<file path="src/rtl/tetris_palette_fx.sv">
// Palette effect sequencer: remaps the 4-bit colour index stream for the
// line-clear flash and the game-over fade. The FSM advances on frame_start;
// the remapped index is registered (1-cycle latency).
module tetris_palette_fx #(
    parameter int ROWS         = 20,
    parameter int ROW_W        = 5,
    parameter int FLASH_FRAMES = 8,
    parameter int FLASH_COUNT  = 3,
    parameter int FADE_FRAMES  = 4
) (
    input  logic             Clk,
    input  logic             Reset_n,
    input  logic             frame_start,
    input  logic             clear_req,
    input  logic [ROWS-1:0]  clear_rows,
    input  logic             gameover_req,
    input  logic             restart,
    input  logic             draw_valid,
    input  logic [ROW_W-1:0] draw_row,
    input  logic [3:0]       index_in,
    output logic [3:0]       index_out,
    output logic             busy,
    output logic             clear_done
);

    localparam logic [1:0] S_IDLE  = 2'd0;
    localparam logic [1:0] S_FLASH = 2'd1;
    localparam logic [1:0] S_FADE  = 2'd2;
    localparam logic [1:0] S_HOLD  = 2'd3;

    localparam int CNT_MAX = (FLASH_FRAMES > FADE_FRAMES) ? FLASH_FRAMES : FADE_FRAMES;
    localparam int CNT_W   = $clog2(CNT_MAX + 1);
    localparam int PAIR_W  = $clog2(FLASH_COUNT + 1);
    localparam int MASK_W  = 1 << ROW_W;

    localparam logic [CNT_W-1:0]  FLASH_LAST = CNT_W'(FLASH_FRAMES - 1);
    localparam logic [CNT_W-1:0]  FADE_LAST  = CNT_W'(FADE_FRAMES - 1);
    localparam logic [PAIR_W-1:0] PAIR_LAST  = PAIR_W'(FLASH_COUNT - 1);

    logic [1:0]        state_q, state_d;
    logic              phase_q, phase_d;          // 1 = flash ON
    logic [CNT_W-1:0]  frame_cnt_q, frame_cnt_d;
    logic [PAIR_W-1:0] pair_cnt_q, pair_cnt_d;
    logic [1:0]        level_q, level_d;
    logic [ROWS-1:0]   mask_q, mask_d;
    logic [3:0]        index_q, index_d;

    // Mask widened to the full draw_row range so out-of-range rows read as 0
    logic [MASK_W-1:0] mask_ext;
    logic              row_hit;

    assign mask_ext   = MASK_W'(mask_q);
    assign row_hit    = (32'(draw_row) < ROWS) && mask_ext[draw_row];
    assign busy       = (state_q != S_IDLE);
    assign index_out  = index_q;

    // Effect FSM: request acceptance, frame counting, level/phase stepping
    always_comb begin
        state_d     = state_q;
        phase_d     = phase_q;
        frame_cnt_d = frame_cnt_q;
        pair_cnt_d  = pair_cnt_q;
        level_d     = level_q;
        mask_d      = mask_q;
        clear_done  = 1'b0;
        case (state_q)
            S_IDLE: begin
                if (gameover_req) begin
                    // gameover wins over a simultaneous clear
                    state_d     = S_FADE;
                    level_d     = 2'd1;
                    frame_cnt_d = '0;
                    pair_cnt_d  = '0;
                    phase_d     = 1'b0;
                    mask_d      = '0;
                end else if (clear_req) begin
                    state_d     = S_FLASH;
                    phase_d     = 1'b1;
                    frame_cnt_d = '0;
                    pair_cnt_d  = '0;
                    mask_d      = clear_rows;
                end
            end
            S_FLASH: begin
                if (gameover_req) begin
                    // abort flash without clear_done
                    state_d     = S_FADE;
                    level_d     = 2'd1;
                    frame_cnt_d = '0;
                    pair_cnt_d  = '0;
                    phase_d     = 1'b0;
                    mask_d      = '0;
                end else if (frame_start) begin
                    if (frame_cnt_q == FLASH_LAST) begin
                        frame_cnt_d = '0;
                        if (phase_q) begin
                            phase_d = 1'b0;
                        end else if (pair_cnt_q == PAIR_LAST) begin
                            state_d    = S_IDLE;
                            pair_cnt_d = '0;
                            mask_d     = '0;
                            clear_done = 1'b1;
                        end else begin
                            pair_cnt_d = pair_cnt_q + 1'b1;
                            phase_d    = 1'b1;
                        end
                    end else begin
                        frame_cnt_d = frame_cnt_q + 1'b1;
                    end
                end
            end
            S_FADE: begin
                if (restart) begin
                    state_d     = S_IDLE;
                    frame_cnt_d = '0;
                    level_d     = '0;
                end else if (frame_start) begin
                    if (frame_cnt_q == FADE_LAST) begin
                        frame_cnt_d = '0;
                        if (level_q == 2'd3) begin
                            state_d = S_HOLD;
                            level_d = '0;
                        end else begin
                            level_d = level_q + 1'b1;
                        end
                    end else begin
                        frame_cnt_d = frame_cnt_q + 1'b1;
                    end
                end
            end
            default: begin
                if (restart) begin
                    state_d     = S_IDLE;
                    frame_cnt_d = '0;
                    level_d     = '0;
                end
            end
        endcase
    end

    // Index remap from the pre-change state
    always_comb begin
        index_d = index_in;
        if (!draw_valid) begin
            index_d = 4'd0;
        end else begin
            case (state_q)
                S_FLASH: if (phase_q && row_hit && index_in != 4'd0) index_d = 4'd9;
                S_FADE: begin
                    if (index_in != 4'd0) begin
                        case (level_q)
                            2'd1:    index_d = 4'd8;
                            2'd2:    index_d = 4'd2;
                            2'd3:    index_d = 4'd13;
                            default: index_d = index_in;
                        endcase
                    end
                end
                S_HOLD:  index_d = 4'd0;
                default: index_d = index_in;
            endcase
        end
    end

    // State and output registers
    always_ff @(posedge Clk or negedge Reset_n) begin
        if (!Reset_n) begin
            state_q     <= S_IDLE;
            phase_q     <= 1'b0;
            frame_cnt_q <= '0;
            pair_cnt_q  <= '0;
            level_q     <= '0;
            mask_q      <= '0;
            index_q     <= '0;
        end else begin
            state_q     <= state_d;
            phase_q     <= phase_d;
            frame_cnt_q <= frame_cnt_d;
            pair_cnt_q  <= pair_cnt_d;
            level_q     <= level_d;
            mask_q      <= mask_d;
            index_q     <= index_d;
        end
    end

endmodule

</file>
<file path="config.mk">
export PLATFORM = sky130hd
export DESIGN_NAME = tetris_palette_fx
export DESIGN_NICKNAME = d
export VERILOG_FILES = /design/src/rtl/tetris_palette_fx.sv
export SDC_FILE = /design/constraint.sdc
export NUM_CORES = 1
export LEC_CHECK = 0
export ABC_AREA = 1
export BUFFER_PORTS_ARGS = -buffer_cell sky130_fd_sc_hd__buf_4
export CORE_MARGIN = 1.5
export CORE_UTILIZATION = 54
export DETAILED_ROUTE_END_ITERATION = 8
export PLACE_DENSITY = 0.79
export SLEW_MARGIN = 25
export SYNTH_ARGS = -nofsm -noshare
export SYNTH_HDL_FRONTEND = slang
export SYNTH_SLANG_ARGS = --single-unit
</file>
<file path="constraint.sdc">
create_clock -name Clk -period 3.6 [get_ports Clk]
set_clock_uncertainty 0.05 [all_clocks]
set_input_delay 0.18 -clock Clk [delete_from_list [all_inputs] [get_ports Clk]]
set_output_delay 0.18 -clock Clk [all_outputs]
set_load 0.01 [all_outputs]
</file>
==> results of run 1 <==
==> cells in the final DEF, fill, tap and decap left out, types with 4 or more instances in the layout <==
cell,instances
nor2_1,8
nand3_1,26
nor2_2,4
inv_2,6
clkbuf_8,6
o21ai_2,22
nand2_1,49
nand3_2,21
inv_1,46
buf_4,43
o21ai_0,14
dfrtp_1,35
a21oi_1,12
ha_1,10
==> state kept, by name (all words and copies together), names as in the netlist <==
register     cells
state_q          2
mask_q          20
level_q          2
frame_cnt_q      4
pair_cnt_q       2
phase_q          1
index_out        4
==> critical path, cell delays in order (launching register included) <==
cell and delay, ps:
dfrtp_1 430, inv_1 80, ha_1 240, inv_2 140
or2_4 170, o21ai_4 80, nor2_4 90, inv_2 50
nor3_4 90, buf_4 510, nand3_2 120, o21ai_2 80
==> through the flow <==
| step | hold slack [ps] | cells | area (sq um) |
|---|---|---|---|
| floorplan | -166 | 282 | 2350 |
| global placement | 110 | 368 | 2670 |
| detailed placement | 114 | 368 | 2670 |
| CTS | 56.6 | 376 | 2770 |
| global route | 60.5 | 376 | 2770 |
| finish | 62.5 | 376 | 2770 |
==> final cells by class <==
class / instances / area [sq um] / share of cell area (%)
clock buffer: 6 / 82.6 / 2.98
multi-input combinational: 187 / 1210 / 43.7
timing repair buffer: 44 / 333 / 12.0
clock inverter: 1 / 5.00 / 0.181
inverter: 53 / 199 / 7.18
sequential: 35 / 876 / 31.6
tap: 50 / 62.6 / 2.26
==> how the worst min path moves through the flow <==
stage	endpoint	slack, ps	cells after the start
after floorplan	frame_cnt_q[0]$_DFFE_PN0P_	-170	0
after global placement	mask_q[15]$_DFFE_PN0P_	110	1
after detailed placement	mask_q[15]$_DFFE_PN0P_	110	1
after CTS	mask_q[12]$_DFFE_PN0P_	60	3
after global routing	mask_q[4]$_DFFE_PN0P_	60	3
final	mask_q[10]$_DFFE_PN0P_	60	3
==> per-layer routing <==
| layer | vias to the layer above | global-route usage, % | routed length [um] |
|---|---|---|---|
| li1 | 1002 | - | - |
| met1 | 919 | 26.1 | 2000 |
| met2 | 52 | 38.6 | 2390 |
| met3 | 6 | 5.52 | 273 |
| met4 | 0 | 8.82 | 67 |
| met5 | - | 0 | 0 |
==> power by group through the flow <==
stage / registers [uW] / logic [uW] / clock network, uW
2_1_floorplan: 596 / 884 / 0
3_3_place_gp: 601 / 1030 / 0
3_5_place_dp: 608 / 1050 / 0
4_1_cts: 600 / 1060 / 305
5_1_grt: 615 / 1190 / 316
6_report: 600 / 1050 / 296
==> kinds of logic after synthesis <==
family                   count (synthesis)
flip-flops                              35
multiplexers                             2
buffers and inverters                   60
AO/OA/AOI/OAI                           57
AND/OR/NAND/NOR                        118
adder cells (fa/ha/maj)                 10
==> impl_metrics.ini, run 1 <==
[run_status]
status = finished clean

[floorplan]
start_util_pct = 57.4
std_cell_rows = 23
core-area_sq_um = 4090
die_x_um = 68.9
fp.dieH_um = 68.9
ioPinCount = 42
die_area_sq_um = 4750

[layout]
fill_cells = 336
nets = 372
syn_to_final_growth_pct = 18.0
post-route-util_pct = 67.8
drive_gt1_share_pct = 34.4
diodes = 0

[worst_hold_path]
min_path_type = primary input to flop
min-delay-start = clear_rows[10]

[cts]
numCtsBuffers = 5
clock_path_buffers = 2
cts.clk_slew.worst_paths_ps = 70
cts_setup_buffers = 0
root_buffer = clkbuf_8
cts_num_sinks = 35
cts_hold_buffers = 1
cts_htree_levels = 2
cts_tree = built
clk_latency_ps = 290
cts-resized-gates = 0

[synth]
yosysMostFrequentCell = nand2_1
synth-simple-area-share_pct = 28.4
muxShareOfSynthArea_pct = 1.12
synthArstFlopShare_pct = 100
yosysWarnings = 0
synth_compound_area_share_pct = 16.6
synth_xor_area_share_pct = 0
syn-mean-instance-area_sq_um = 8.32
syn-num-nets = 328
yosys-top-cells-count = 49 x nand2_1, 46 x inv_1, 35 x dfrtp_1
yosys_register_bits = 35
postSynthCellCount = 282
synth_area_leader_cell = dfrtp_1
synth_edf_count = 0
synth-adder-area-share_pct = 5.33
seq_area_frac_synth_pct = 37.3
yosysUniqueCellTypes = 30
synth_area_sq_um = 2350
synth_top_family_by_area = simple AND/OR/NAND/NOR gates
dominantRegCellSynth = dfrtp_1
yosys-top-cells-area = dfrtp_1 37%, nand3_2 9.0%, o21ai_2 8.2%
yosys.area.top_type_share_pct = 37.3

[global_routing]
antenna_found_initial = 0
grt_pass1_wl_um = 7780
grt_max_degree = 41
overflow = 0
grt_usage_pct = 22.2
grt_pass1_vias = 1835

[worst_setup_path]
worstPathArrival_ps = 2400
crit_path_end_kind = flop
r2r_cells = 11
r2r_slack_ps = 1360
path_max_fanout = 40
crit_start = state_q[0]$_DFFE_PN0P_
r2r_start = state_q[0]$_DFFE_PN0P_
required_ps = 3760
start_kind = flop
rr_endpoint = mask_q[0]$_DFFE_PN0P_
endpoint = mask_q[0]$_DFFE_PN0P_
criticalPathCategory = flop to flop

[power]
seq_power_share_pct = 30.9
p_clk_share_pct = 15.2
sw_frac_of_total_pct = 45.5
p_total_uw = 1950
power.switching_uw = 885
p_comb_share_pct = 53.9
power_leakage_uw = 0.00136
p_int_uw = 1060
ir_worst_vdd_mv = 0.458
power_density_nw_per_um2 = 703

[drt]
vias = 1979
drtIter0Drc = 120
drtPass1Iterations = 4
wl_per_cell_um = 12.6
antenna_left = 0
wirelength_um = 4730
post-route-drc-count = 0
viasPerCell = 5.26

[timing]
fin_ws_ps = 1360
fin_crit_sh_pct = 62.1
worstMarginPinSlew_ps = 579
final_hold_viol_count = 0
finalSetupViolCount = 0
tns_ps = 0
rsz0062_at_grt = false
fmax_mhz = 447
relSlewSlack_pct = 61.4
fin_crit_ps = 2240
drv_slew = 0

[place]
gp_congestion = 0.843
numPortBuffers = 41
dp_slack_ps = 1390
hpwlAfterDp_um = 3510

[run]
cap_violations = 0
(Power assumes the default switching activity.)
==> inputs of run 2 (changes only) <==
CORE_UTILIZATION = 51   (was 54)
PLACE_DENSITY = 0.78   (was 0.79)
clock period = 2.02 ns   (was 3.6 ns; I/O delays follow)
==> impl_metrics.ini, run 2 (synthesis results as in run 1) <==
[run_status]
status = finished clean

[layout]
mostFrequentLayoutCells = 66 x buf_4, 49 x nand2_1, 45 x inv_1
mostFrequentLayoutCell = buf_4
largest_register_ffs = 20
design_area_sq_um = 3310
nets = 422
drive_gt1_share_pct = 38.2
syn_to_final_growth_pct = 41.0
stdcell_count = 429
regMostFlops = mask_q
diodes = 0

[drt]
drtPass1Iterations = 5
antenna_left = 0
post-route-drc-count = 0
wl_per_cell_um = 13.2
drtIter0Drc = 113
wirelength_um = 5680
viasPerCell = 5.10
vias = 2188

[cts]
root_buffer = clkbuf_8
clock_path_buffers = 2
cts.clk_slew.worst_paths_ps = 70
numCtsBuffers = 5
cts_tree = built
cts_num_sinks = 35
cts_htree_levels = 2
clk_latency_ps = 290

[timing]
final_hold_viol_count = 0
tns_ps = 0
drv_slew = 0
relSlewSlack_pct = 60.1
finalSetupViolCount = 0
fin_crit_sh_pct = 95.4
fmax_mhz = 519
rsz0062_at_grt = true
worstMarginPinSlew_ps = 596
fin_crit_ps = 1930

[worst_setup_path]
path_buf_inv = 5
required_ps = 2160
path_max_fanout = 11
path_cells = inv_1 > ha_1 > inv_2 > or2_4 > o21ai_4 > nor2_4 > inv_2 > nor3_4 > buf_12 > buf_12 > nand3_2 > o21ai_2
critical_path.top_delay_family = buffers and inverters
crit_path_end_kind = flop
worstPathArrival_ps = 2070
start_kind = flop
max_stage_delay_ps = 410
cp_slowest_cell = dfrtp_1
criticalPathCategory = flop to flop

[global_routing]
grt_pass1_wl_um = 9600
overflow = 0
grt_usage_pct = 24.0
grt_pass1_vias = 2188
grt_max_degree = 36
antenna_found_initial = 0

[place]
numPortBuffers = 41
dp.cells = 394
gp_congestion = 0.833
hpwlAfterDp_um = 3820
dpl-instance-area_sq_um = 2890

[power]
p_clk_share_pct = 13.7
ir_worst_vdd_mv = 0.676
power_leakage_uw = 0.00162
seq_power_share_pct = 24.8
p_comb_share_pct = 61.5
p_int_uw = 2440
power_density_nw_per_um2 = 1270
sw_frac_of_total_pct = 42.1
power.switching_uw = 1770

[run]
cap_violations = 0

[floorplan]
fp.dieH_um = 70.8
std_cell_rows = 24
die_area_sq_um = 5020
ioPinCount = 42
core-area_sq_um = 4380
start_util_pct = 53.5
die_x_um = 70.8

[worst_hold_path]
min_path_type = primary input to flop
==> run 2: path summary, 6_finish.rpt <==
kind / from / endpoint / slack (ps) / depth (start not counted)
hold / removal: draw_valid / index_out[2]$_DFF_PN0_ / 30 / 3
setup reg to reg: state_q[0]$_DFFE_PN0P_ / mask_q[3]$_DFFE_PN0P_ / 90 / 12
max in group asynchronous: Reset_n / level_q[1]$_DFFE_PN0P_ / 1320 / 2
min in group asynchronous: Reset_n / mask_q[15]$_DFFE_PN0P_ / 260 / 2
hold reg to reg: mask_q[8]$_DFFE_PN0P_ / mask_q[8]$_DFFE_PN0P_ / 470 / 2
setup / recovery: state_q[0]$_DFFE_PN0P_ / mask_q[3]$_DFFE_PN0P_ / 90 / 12
==> run 2: stage by stage <==
step	worst slack [ps]	hold WS (ps)	util, %	power (uW)
4_1_cts	33.5	21.0	74.3	4150
5_1_grt	-14.4	33.4	75.4	4540
3_3_place_gp	-303	33.4	66.0	3260
2_1_floorplan	172	-245	-	2640
3_5_place_dp	-381	34.1	66.0	3330
6_report	92.0	26.0	75.4	4210
==> run 2: per-layer routing <==
metal / share of wire, % / global-route usage [%] / vias up
met4: 1.5 / 7.76 / 0
met1: 43 / 29.4 / 1026
met3: 4.0 / 4.13 / 9
met5: 0 / 0 / -
li1: - / - / 1110
met2: 51 / 42.9 / 43
==> run 2: layout make-up <==
class | count | area, sq um
clock buffers | 8 | 100
fillers | 310 | 1080
inverters | 53 | 201
multi-input cells | 188 | 1250
flip-flops and latches | 35 | 876
well taps | 52 | 65.1
repair buffers | 93 | 817
==> run 2: repair_timing <==
action	CTS	global route
hold endpoints to repair	55	0
gates cloned	1	0
pin swaps	1	5
buffers inserted	2	3
gates resized for setup	1	7
setup endpoints to repair	20	19
hold buffers	21	0
==> run 2: worst reg2reg max path, delay by kind of cell, from the launching register on <==
| family | cells | cell delay (ps) |
|---|---|---|
| compound gates | 2 | 230 |
| fa+ha+maj | 1 | 180 |
| buf+inv | 5 | 540 |
| flops | 1 | 410 |
| simple gates | 4 | 420 |
==> run 2: power by group through the flow <==
stage	clock network, uW	registers [uW]	logic [uW]
6_report	575	1050	2590
5_1_grt	606	1070	2870
4_1_cts	581	1040	2530
3_5_place_dp	0	1050	2270
3_3_place_gp	0	1040	2220
2_1_floorplan	0	1060	1580
